## src/rtl/pit_pkg.sv

```systemverilog
// Shared types and constants for the pending-interest table.
package pit_pkg;

  localparam int unsigned PREFIX_W      = 64;
  localparam int unsigned LEN_W         = 6;
  localparam int unsigned BYTES_PER_PKT = 1024;
  localparam int unsigned CNT_W         = $clog2(BYTES_PER_PKT);

  localparam logic [CNT_W-1:0] CNT_LAST = CNT_W'(BYTES_PER_PKT - 1);

  typedef enum logic [2:0] {
    StIdle,
    StIntLookup,
    StFwd,
    StDataLookup,
    StXfer
  } pit_state_e;

  typedef struct packed {
    logic                valid;
    logic [PREFIX_W-1:0] prefix;
    logic [LEN_W-1:0]    len;
  } pit_entry_t;

endpackage

```

## src/rtl/pit_cam.sv

```systemverilog
// Slot storage with combinational match, lowest-free-slot search and full flag.
// With PIT_TIMEOUT_EN defined each slot also ages out after TIMEOUT_CYCLES.
module pit_cam
  import pit_pkg::*;
#(
  parameter  int unsigned ENTRIES        = 8,
  parameter  int unsigned TIMEOUT_CYCLES = 65535,
  localparam int unsigned IDX_W          = $clog2(ENTRIES)
) (
  input  logic                clk,
  input  logic                rst,
  input  logic [PREFIX_W-1:0] i_key_prefix,
  input  logic [LEN_W-1:0]    i_key_len,
  input  logic                i_wr,
  input  logic                i_clr,
  input  logic [IDX_W-1:0]    i_idx,
`ifdef PIT_TIMEOUT_EN
  input  logic                i_xfer,
`endif
  output logic                o_hit,
  output logic [IDX_W-1:0]    o_hit_idx,
  output logic                o_full
);

  pit_entry_t         r_slots [ENTRIES];
  logic [IDX_W-1:0]   w_free_idx;
  logic [ENTRIES-1:0] w_kill;

  // Scan downwards so the lowest matching / free index is the one left standing.
  always_comb begin
    o_hit      = 1'b0;
    o_hit_idx  = '0;
    w_free_idx = '0;
    o_full     = 1'b1;
    for (int i = ENTRIES - 1; i >= 0; i--) begin
      if (r_slots[i].valid && r_slots[i].len == i_key_len &&
          r_slots[i].prefix == i_key_prefix) begin
        o_hit     = 1'b1;
        o_hit_idx = IDX_W'(i);
      end
      if (!r_slots[i].valid) begin
        o_full     = 1'b0;
        w_free_idx = IDX_W'(i);
      end
    end
  end

`ifdef PIT_TIMEOUT_EN
  localparam int unsigned      AGE_W   = $clog2(TIMEOUT_CYCLES + 1);
  localparam logic [AGE_W-1:0] AGE_MAX = AGE_W'(TIMEOUT_CYCLES);

  logic [AGE_W-1:0] r_age [ENTRIES];

  always_ff @(posedge clk or negedge rst) begin
    if (!rst) begin
      for (int i = 0; i < ENTRIES; i++) r_age[i] <= '0;
    end else begin
      for (int i = 0; i < ENTRIES; i++) begin
        if (i_wr && w_free_idx == IDX_W'(i)) begin
          r_age[i] <= '0;
        end else if (r_slots[i].valid && r_age[i] != AGE_MAX) begin
          r_age[i] <= r_age[i] + AGE_W'(1);
        end
      end
    end
  end

  // The slot being streamed is protected from expiry until its transfer completes.
  always_comb begin
    for (int i = 0; i < ENTRIES; i++) begin
      w_kill[i] = (i_clr && i_idx == IDX_W'(i)) ||
                  (r_slots[i].valid && r_age[i] == AGE_MAX &&
                   !(i_xfer && i_idx == IDX_W'(i)));
    end
  end
`else
  always_comb begin
    for (int i = 0; i < ENTRIES; i++) w_kill[i] = i_clr && i_idx == IDX_W'(i);
  end
`endif

  always_ff @(posedge clk or negedge rst) begin
    if (!rst) begin
      for (int i = 0; i < ENTRIES; i++) r_slots[i] <= '0;
    end else begin
      for (int i = 0; i < ENTRIES; i++) begin
        if (i_wr && w_free_idx == IDX_W'(i)) begin
          r_slots[i] <= '{valid: 1'b1, prefix: i_key_prefix, len: i_key_len};
        end else if (w_kill[i]) begin
          r_slots[i].valid <= 1'b0;
        end
      end
    end
  end

endmodule

```

## src/rtl/pit_table.sv

```systemverilog
// Pending-interest table: aggregates/forwards interests and streams payload for matched names.
// Optional slot ageing is enabled by defining PIT_TIMEOUT_EN.
module pit_table
  import pit_pkg::*;
#(
  parameter int unsigned ENTRIES        = 8,
  parameter int unsigned TIMEOUT_CYCLES = 65535
) (
  input  logic                clk,
  input  logic                rst,
  input  logic                interest_valid,
  input  logic [PREFIX_W-1:0] interest_prefix,
  input  logic [LEN_W-1:0]    interest_len,
  output logic                interest_ready,
  output logic                fib_out_bit,
  output logic [PREFIX_W-1:0] pit_in_prefix,
  output logic [LEN_W-1:0]    pit_in_len,
  input  logic                prefix_ready,
  input  logic [PREFIX_W-1:0] fib_prefix,
  input  logic [LEN_W-1:0]    fib_len,
  output logic                start_send_to_pit,
  output logic                rejected,
  input  logic [7:0]          data_in,
  output logic [7:0]          data_out,
  output logic                data_out_valid,
  output logic                data_out_last,
  output logic                interest_drop
);

  localparam int unsigned IDX_W = $clog2(ENTRIES);

  pit_state_e          r_state, w_state_next;
  logic [PREFIX_W-1:0] r_key_prefix, r_pit_prefix;
  logic [LEN_W-1:0]    r_key_len, r_pit_len;
  logic [CNT_W-1:0]    r_cnt;
  logic [IDX_W-1:0]    r_xfer_idx;
  logic [7:0]          r_data_out;
  logic                r_dvalid, r_dlast;
  logic                w_hit, w_full, w_wr, w_clr, w_cnt_last;
  logic [IDX_W-1:0]    w_hit_idx;

  assign w_cnt_last     = (r_cnt == CNT_LAST);
  assign pit_in_prefix  = r_pit_prefix;
  assign pit_in_len     = r_pit_len;
  assign data_out       = r_data_out;
  assign data_out_valid = r_dvalid;
  assign data_out_last  = r_dlast;

  pit_cam #(
    .ENTRIES        (ENTRIES),
    .TIMEOUT_CYCLES (TIMEOUT_CYCLES)
  ) u_cam (
    .clk          (clk),
    .rst          (rst),
    .i_key_prefix (r_key_prefix),
    .i_key_len    (r_key_len),
    .i_wr         (w_wr),
    .i_clr        (w_clr),
    .i_idx        (r_xfer_idx),
`ifdef PIT_TIMEOUT_EN
    .i_xfer       (r_state == StXfer),
`endif
    .o_hit        (w_hit),
    .o_hit_idx    (w_hit_idx),
    .o_full       (w_full)
  );

  always_ff @(posedge clk or negedge rst) begin
    if (!rst) r_state <= StIdle;
    else      r_state <= w_state_next;
  end

  always_comb begin
    w_state_next = r_state;
    unique case (r_state)
      StIdle: begin
        if (prefix_ready)        w_state_next = StDataLookup;
        else if (interest_valid) w_state_next = StIntLookup;
      end
      StIntLookup:  w_state_next = (!w_hit && !w_full) ? StFwd : StIdle;
      StFwd:        w_state_next = StIdle;
      StDataLookup: w_state_next = w_hit ? StXfer : StIdle;
      StXfer:       if (w_cnt_last) w_state_next = StIdle;
      default:      w_state_next = StIdle;
    endcase
  end

  // Ready is masked by reset so every output reads 0 while rst is held low.
  always_comb begin
    interest_ready    = 1'b0;
    fib_out_bit       = 1'b0;
    start_send_to_pit = 1'b0;
    rejected          = 1'b0;
    interest_drop     = 1'b0;
    w_wr              = 1'b0;
    w_clr             = 1'b0;
    unique case (r_state)
      StIdle:       interest_ready = rst;
      StIntLookup: begin
        w_wr          = !w_hit && !w_full;
        interest_drop = !w_hit && w_full;
      end
      StFwd:        fib_out_bit = 1'b1;
      StDataLookup: begin
        start_send_to_pit = w_hit;
        rejected          = !w_hit;
      end
      StXfer:       w_clr = w_cnt_last;
      default: ;
    endcase
  end

  always_ff @(posedge clk or negedge rst) begin
    if (!rst) begin
      r_key_prefix <= '0;
      r_key_len    <= '0;
      r_pit_prefix <= '0;
      r_pit_len    <= '0;
      r_cnt        <= '0;
      r_xfer_idx   <= '0;
      r_data_out   <= '0;
      r_dvalid     <= 1'b0;
      r_dlast      <= 1'b0;
    end else begin
      r_dvalid <= 1'b0;
      r_dlast  <= 1'b0;
      unique case (r_state)
        StIdle: begin
          if (prefix_ready) begin
            r_key_prefix <= fib_prefix;
            r_key_len    <= fib_len;
          end else if (interest_valid) begin
            r_key_prefix <= interest_prefix;
            r_key_len    <= interest_len;
          end
        end
        StIntLookup: begin
          if (w_wr) begin
            r_pit_prefix <= r_key_prefix;
            r_pit_len    <= r_key_len;
          end
        end
        StDataLookup: begin
          r_cnt      <= '0;
          r_xfer_idx <= w_hit_idx;
        end
        StXfer: begin
          r_cnt      <= r_cnt + CNT_W'(1);
          r_data_out <= data_in;
          r_dvalid   <= 1'b1;
          r_dlast    <= w_cnt_last;
        end
        default: ;
      endcase
    end
  end

endmodule
```

## config.mk

```make
export PLATFORM = sky130hd
export DESIGN_NAME = pit_table
export DESIGN_NICKNAME = d
export VERILOG_FILES = /design/src/rtl/pit_pkg.sv /design/src/rtl/pit_cam.sv /design/src/rtl/pit_table.sv
export SDC_FILE = /design/constraint.sdc
export NUM_CORES = 1
export LEC_CHECK = 0
export CORE_MARGIN = 2
export CORE_UTILIZATION = 59
export CTS_BUF_LIST = sky130_fd_sc_hd__clkbuf_2
export DETAILED_ROUTE_END_ITERATION = 6
export GPL_TIMING_DRIVEN = 0
export PLACE_DENSITY_LB_ADDON = 0.25
export SLEW_MARGIN = 20
export SYNTH_ARGS = -nofsm -noshare
export SYNTH_HDL_FRONTEND = slang
export SYNTH_HIERARCHICAL = 1
export SYNTH_SLANG_ARGS = --single-unit
```

## constraint.sdc

```tcl
create_clock -name clk -period 4.28 [get_ports clk]
set_input_delay 0.856 -clock clk [delete_from_list [all_inputs] [get_ports clk]]
set_output_delay 0.856 -clock clk [all_outputs]
set_load 0.02 [all_outputs]
```

## After elaboration in Yosys (flattened, before gate mapping)

Cells that the tools add are included.
Widths: inputs -> output; s select.

- Input bits: 152
- Register bits after elaboration: 734
- Output and inout port bits: 85

- Reductions and logical operators: 52
- Add/sub/neg operators: 1
- Multiplexer cells: 67
- Eq/ne operators: 37

Operators by type and width:

| operator | count |
|---|---|
| $eq 64x64->1 | 8 |
| $mux 64 | 2 |
| $mux 3 | 20 |
| $eq 6x6->1 | 8 |
| $mux 1 | 40 |
| $logic_and 1x1->1 | 34 |
| $eq 3x3->1 const B | 9 |
| $pmux 10 s2 | 1 |
| $reduce_bool 2->1 | 10 |
| $eq 3x2->1 const B | 6 |
| $mux 6 | 2 |
| $pmux 3 s4 | 1 |
| $add 10x1->10 const B | 1 |
| $eq 10x10->1 const B | 1 |
| $eq 3x1->1 const B | 3 |
| $logic_not 3->1 | 3 |
| $reduce_and 2->1 | 3 |
| $ne 3x3->1 const B | 1 |
| $logic_not 1->1 | 2 |
| $mux 2 | 1 |
| $ne 2x2->1 const B | 1 |

## Depth between registers and ports, before layout

- Depth after elaboration: 16
- Gate-level depth with buffers: 21
- Gate-level depth less buffers: 14

## Cells and area by module

The synthesis kept the hierarchy.

Modules (own cells, without submodules):

| module | area each (sq um) | times used | cells an instance |
|---|---|---|---|
| pit_cam | 27963.1 | 1 | 2509 |
| pit_table | 7205.7 | 1 | 489 |

## Worst setup path before layout

OpenSTA, ideal clock, no wires.

- Kind: register to register
- Start: register r_key_prefix[5]
- End: register u_cam/r_slots[502] in the netlist's numbering
- Arrival time: 3.618 ns
- Library setup time: 0.125 ns
- Path buffers: 4
- Period minus slack after synthesis: 3.743 ns
- Required time: 4.155 ns
- Setup slack: 0.537 ns
- Stages on the path, launching flop included: 18
- Cell sequence: dfrtp_1 buf_2 inv_1 o22ai_1 nor4_1 nand4_1 nor4_1 or2_2 nor3_1 nand2_1 nand2b_1 nor4_4 buf_6 nand2b_1 buf_2 nor3_2 buf_2 mux2_2

- Cells in the longest elaborated chain, start to end: 14
- Elaborated cells between the ends (all ways): 28
- Classes of those cells: 8 x eq/ne; 9 x mux; 11 x reduce/logical

Ends and longest elaborated chain:

| item | line | source |
|---|---|---|
| start: declaration | pit_table.sv:33 | `logic [PREFIX_W-1:0] r_key_prefix, r_pit_prefix;` |
| start signal: assignment | pit_table.sv:130 | `r_key_prefix <= fib_prefix;` |
| start signal: assignment | pit_table.sv:133 | `r_key_prefix <= interest_prefix;` |
| $eq 64x64->1 | pit_cam.sv:37 | `r_slots[i].prefix == i_key_prefix) begin` |
| $logic_and 1x1->1 | pit_cam.sv:36 | `if (r_slots[i].valid && r_slots[i].len == i_key_len &&` |
| $mux 1 (7 in a row) | pit_cam.sv:36 |  |
| $mux 1 * | pit_cam.sv:36 |  |
| net w_hit | pit_table.sv:39 | `logic w_hit, w_full, w_wr, w_clr, w_cnt_last;` |
| $logic_not 1->1 * | pit_table.sv:100 | `w_wr = !w_hit && !w_full;` |
| $logic_and 1x1->1 * | pit_table.sv:100 |  |
| $mux 1 * | pit_table.sv:97 | `unique case (r_state)` |
| net w_wr | pit_table.sv:39 |  |
| $logic_and 1x1->1 * | pit_cam.sv:87 | `if (i_wr && w_free_idx == IDX_W'(i)) begin` |
| end signal: indexed assignment | pit_cam.sv:88 | `r_slots[i] <= '{valid: 1'b1, prefix: i_key_prefix, len: i_key_len};` |
| end: declaration | pit_cam.sv:25 | `pit_entry_t r_slots [ENTRIES];` |

The timed path passes the listed nets; every way through them passes the cells marked *.
A chain may end at the register's enable or synchronous reset.

## Worst setup path after layout

- Start: register r_key_prefix[41]
- End: output port interest_drop

- Cells in the longest elaborated chain, start to end: 13
- Elaborated cells between the ends (all ways): 27
- Classes of those cells: 8 x eq/ne; 9 x mux; 10 x reduce/logical

Ends and longest elaborated chain:

| item | line | source |
|---|---|---|
| $eq 64x64->1 | pit_cam.sv:37 |  |
| $logic_and 1x1->1 | pit_cam.sv:36 |  |
| $mux 1 (7 in a row) | pit_cam.sv:36 |  |
| $mux 1 * | pit_cam.sv:36 |  |
| net w_hit | pit_table.sv:39 |  |
| $logic_not 1->1 * | pit_table.sv:101 | `interest_drop = !w_hit && w_full;` |
| $logic_and 1x1->1 * | pit_table.sv:101 |  |
| $mux 1 * | pit_table.sv:97 |  |
| end: declaration | pit_table.sv:27 | `output logic interest_drop` |

Marked as above.

==> qor.txt <==
Library cells used by synthesis: 60
Largest family of logic cells by synthesized area: multiplexers
Outcome: finished with violations
Mapped Cells: 2998
Worst r2r dst: u_cam/r_slots[521]$_DFFE_PN0P_
Vias per cell: 6.53
Worst-Margin Slew: 1.16 ns
Clk pwr share: 12.6%
Largest net degree at the start of global routing: 106
CP delay by family, top: simple AND/OR/NAND/NOR gates
Slowest-stage cell, CP: or4_4
Internal: 0.0211 W
Root buffer cell: clkbuf_2
Area of the core: 0.0590 mm²
Die width: 248 µm
Post-Syn Nets: 3151
CTS Buf Count: 185
Post-route ant nets: 0
Primary FF master, synth: dfrtp_1
#FFs+latches synth: 734
Slew headroom: 22.6%
RSZ-0062 raised after global routing: yes
Sequential element share of the synthesized area: 52.2%
Synth Area in Adders: 0.0356%
Yosys warning count: 6
WHS Endpoint: r_key_prefix[49]$_DFFE_PN0P_
First-pass iteration count of the detailed router: 6
Maximum clock rate: 0.188 GHz
Post-synthesis xor/xnor area fraction: 9.70%
GRT overflow: 0
DP Worst Slack: -1.92 ns
Post-Route WL: 144 mm
CP Launch Type: register
Flop-to-flop setup slack: -0.25 ns
Leak: 19.6 nW
Endpoints failing setup: 491
Worst path arrival time: 4.47 ns
Initial DRC Count: 4018
Final std cells w/o fill: 4496
Switching share of power: 46.1%
Seq pwr share: 33.0%
HPWL Detailed: 96.0 mm
Clock Sinks: 734
Worst-path clk slew: 0.14 ns
Port-buffer cells: 235
Clock Latency Late Sink: 1.53 ns
Worst setup margin: -1.05 ns
GR Util All Layers: 46.7%
Syn avg cell area: 11.7 µm²
Nets: 3736
Area Overhead vs Synth: 25.6%
Hold Crit Depth: 3
Ports: 237
Setup crit end kind: primary output
CP Data Required Time: 3.42 ns
Fill cells: 4094
Final period util: 124%
Die height: 248 µm
Crit-path cells: inv_1 > o22ai_1 > nor3_1 > nand4_1 > or4_4 > nand2b_4 > nor3_4 > nand2_2 > nand2b_4 > nor4b_2 > buf_4
DRC violations left: 0
Mapped Area: 0.0352 mm²
Wirelength per Cell: 32.1 µm
Die area: 0.0616 mm²
Hold WS: 0.0929 ns
Top cell by count, worst path: nand2b_4
Failing checks: negative setup slack
Vias in the first global route: 28344
Util after Layout: 74.8%
Worst-case clock buffer depth: 3
Most frequent cells in the layout: 713 x dfrtp_1, 540 x mux2_2, 277 x clkbuf_2
Net Sw Power: 0.0180 W
Inst Count DP: 4017
Via count: 29360
GPL Wtd Cong: 1.04
Pwr Density: 885 mW/mm²
Peak VDD IR: 0.599 mV
Critical path depth in cells: 11
Max_cap viols: 0
CP max stage delay: 0.67 ns
Most common cell after layout, fill and taps aside: dfrtp_1
Hold Vio Cnt, Final: 0
Starting Density: 59.6%
Worst Clk Skew: 0.149 ns
Compound-Gate Fraction of Synth Area: 6.38%
Maximum fanout along the worst path: 6
Antenna violations before repair: 9
Hold_sp: fib_prefix[49]
Worst min-delay path class: in -> reg
Standard-cell rows: 89
Post-layout min period: 5.33 ns
CP Class: reg -> out
Max-slew violations: 0
Post-synth EDFFs: 0
Simple-gate portion of the synthesized area: 7.45%
CTS tree: done
H-tree depth: 4
Layout cells sized above 1: 36.3%
Proportion of synthesized area in mux cells: 19.0%
FFs w/ async S/R, synth: 100%
First-pass GRT wire length: 199 mm
Reg2reg path depth: 23
Post-Route Setup TNS: -57.31 ns
Buf/Inv on CP: 2
Reg-to-reg startpoint: r_key_prefix[41]$_DFFE_PN0P_
Logic pwr share: 54.4%
kinds of logic (layout without fill, tap and decap cells):
family | after synthesis | in the layout
adder cells (fa/ha/maj) | 1 | 1
buffers and inverters | 397 | 1105
AO/OA/AOI/OAI | 370 | 370
other | 0 | 17
AND/OR/NAND/NOR | 512 | 512
flip-flops | 734 | 734
multiplexers | 598 | 598
XOR/XNOR | 386 | 386
Yosys cell counts, types with 3 or more instances:
library cell,count,share of area [%]
nor3_2,3,0.085
buf_2,126,1.8
xnor2_2,4,0.18
o2bb2ai_1,6,0.15
mux2_2,559,18
buf_1,7,0.075
and4_1,4,0.10
buf_4,24,0.51
nand3_1,12,0.17
o221ai_1,3,0.075
o21ai_0,202,2.9
buf_6,11,0.35
mux2_1,6,0.19
a221oi_1,25,0.62
a222oi_1,5,0.14
nor3_1,15,0.21
xnor2_1,187,4.7
a22o_1,4,0.10
xor2_1,195,4.9
clkinv_1,4,0.043
mux2i_1,33,0.94
nand2b_1,58,1.0
o22ai_1,91,1.6
nor4_1,78,1.4
a21oi_1,3,0.043
nand4_1,77,1.4
clkbuf_1,55,0.59
o2111ai_1,16,0.40
inv_1,166,1.8
nor2_1,17,0.18
dfrtp_1,734,52
nor2b_1,3,0.053
nand2_1,228,2.4
cell type report:
cell class                 instances  area [µm²]  share of cell area, %
timing repair buffer             401        4370                   9.91
multi-input combinational       1867       15600                   35.4
inverter                         172         744                   1.69
clock buffer                     270        1350                   3.06
clock inverter                    40         299                  0.677
sequential                       734       18400                   41.7
tap                              773         967                   2.19
buffer                           222        2350                   5.32
antenna                           17        42.5                 0.0963
layer usage:
metal	vias to the layer above	GRT usage (%)	wire length, µm
met3	705	17.0	20900
li1	11640	-	-
met4	0	34.6	12900
met2	2419	65.0	59600
met5	-	0	0
met1	14596	59.6	51100
worst max-delay path by stage:
stage / startpoint / slack [ns] / to
global route: r_key_prefix[10]$_DFFE_PN0P_ / -1.04 / interest_drop
finish: r_key_prefix[41]$_DFFE_PN0P_ / -1.05 / interest_drop
global placement: rst / -29.81 / pit_in_prefix[23]$_DFFE_PN0P_
detailed placement: r_key_prefix[5]$_DFFE_PN0P_ / -1.92 / u_cam/r_slots[104]$_DFFE_PN0P_
CTS: r_key_prefix[53]$_DFFE_PN0P_ / -0.97 / interest_drop
floorplan: r_key_prefix[5]$_DFFE_PN0P_ / 0.54 / u_cam/r_slots[502]$_DFFE_PN0P_
registers in the layout (all words and copies together), names as in the netlist, 3 cells and up:
name / cells
u_cam/r_slots: 568
pit_in_prefix: 64
r_key_prefix: 64
r_cnt: 10
data_out: 8
pit_in_len: 6
r_key_len: 6
r_state: 3
r_xfer_idx: 3
worst register-to-register path, delay by kind of cell, from the launching register on:
kind | cells | cell delay [ns]
simple gates | 11 | 1.82
buf+inv | 10 | 1.77
flops | 1 | 0.57
compound gates | 2 | 0.24
metrics by stage:
stage / area, µm² / total power [W]
floorplan: 35200 / 0.0224
global placement: 38500 / 0.0293
detailed placement: 38800 / 0.0299
CTS: 42700 / 0.0365
global route: 44100 / 0.0399
finish: 44200 / 0.0391
power by group through the flow:
stage,Sequential [W],Combinational (W),Clock [W]
after floorplan,0.0123,0.0101,0
after global placement,0.0126,0.0167,0
after detailed placement,0.0127,0.0171,0
after CTS,0.0127,0.0189,0.00493
after global routing,0.0131,0.0215,0.00533
final,0.0129,0.0213,0.00494
what timing repair did:
item / in CTS / in global routing
setup buffers: 66 / 60
cloned: 6 / 6
resized for setup: 399 / 252
pin swaps: 16 / 24
hold buffers: 19 / 2
hold endpoints to repair: 302 / 5
setup endpoints to repair: 642 / 560
Note: power is estimated with default switching activity, not from simulation.
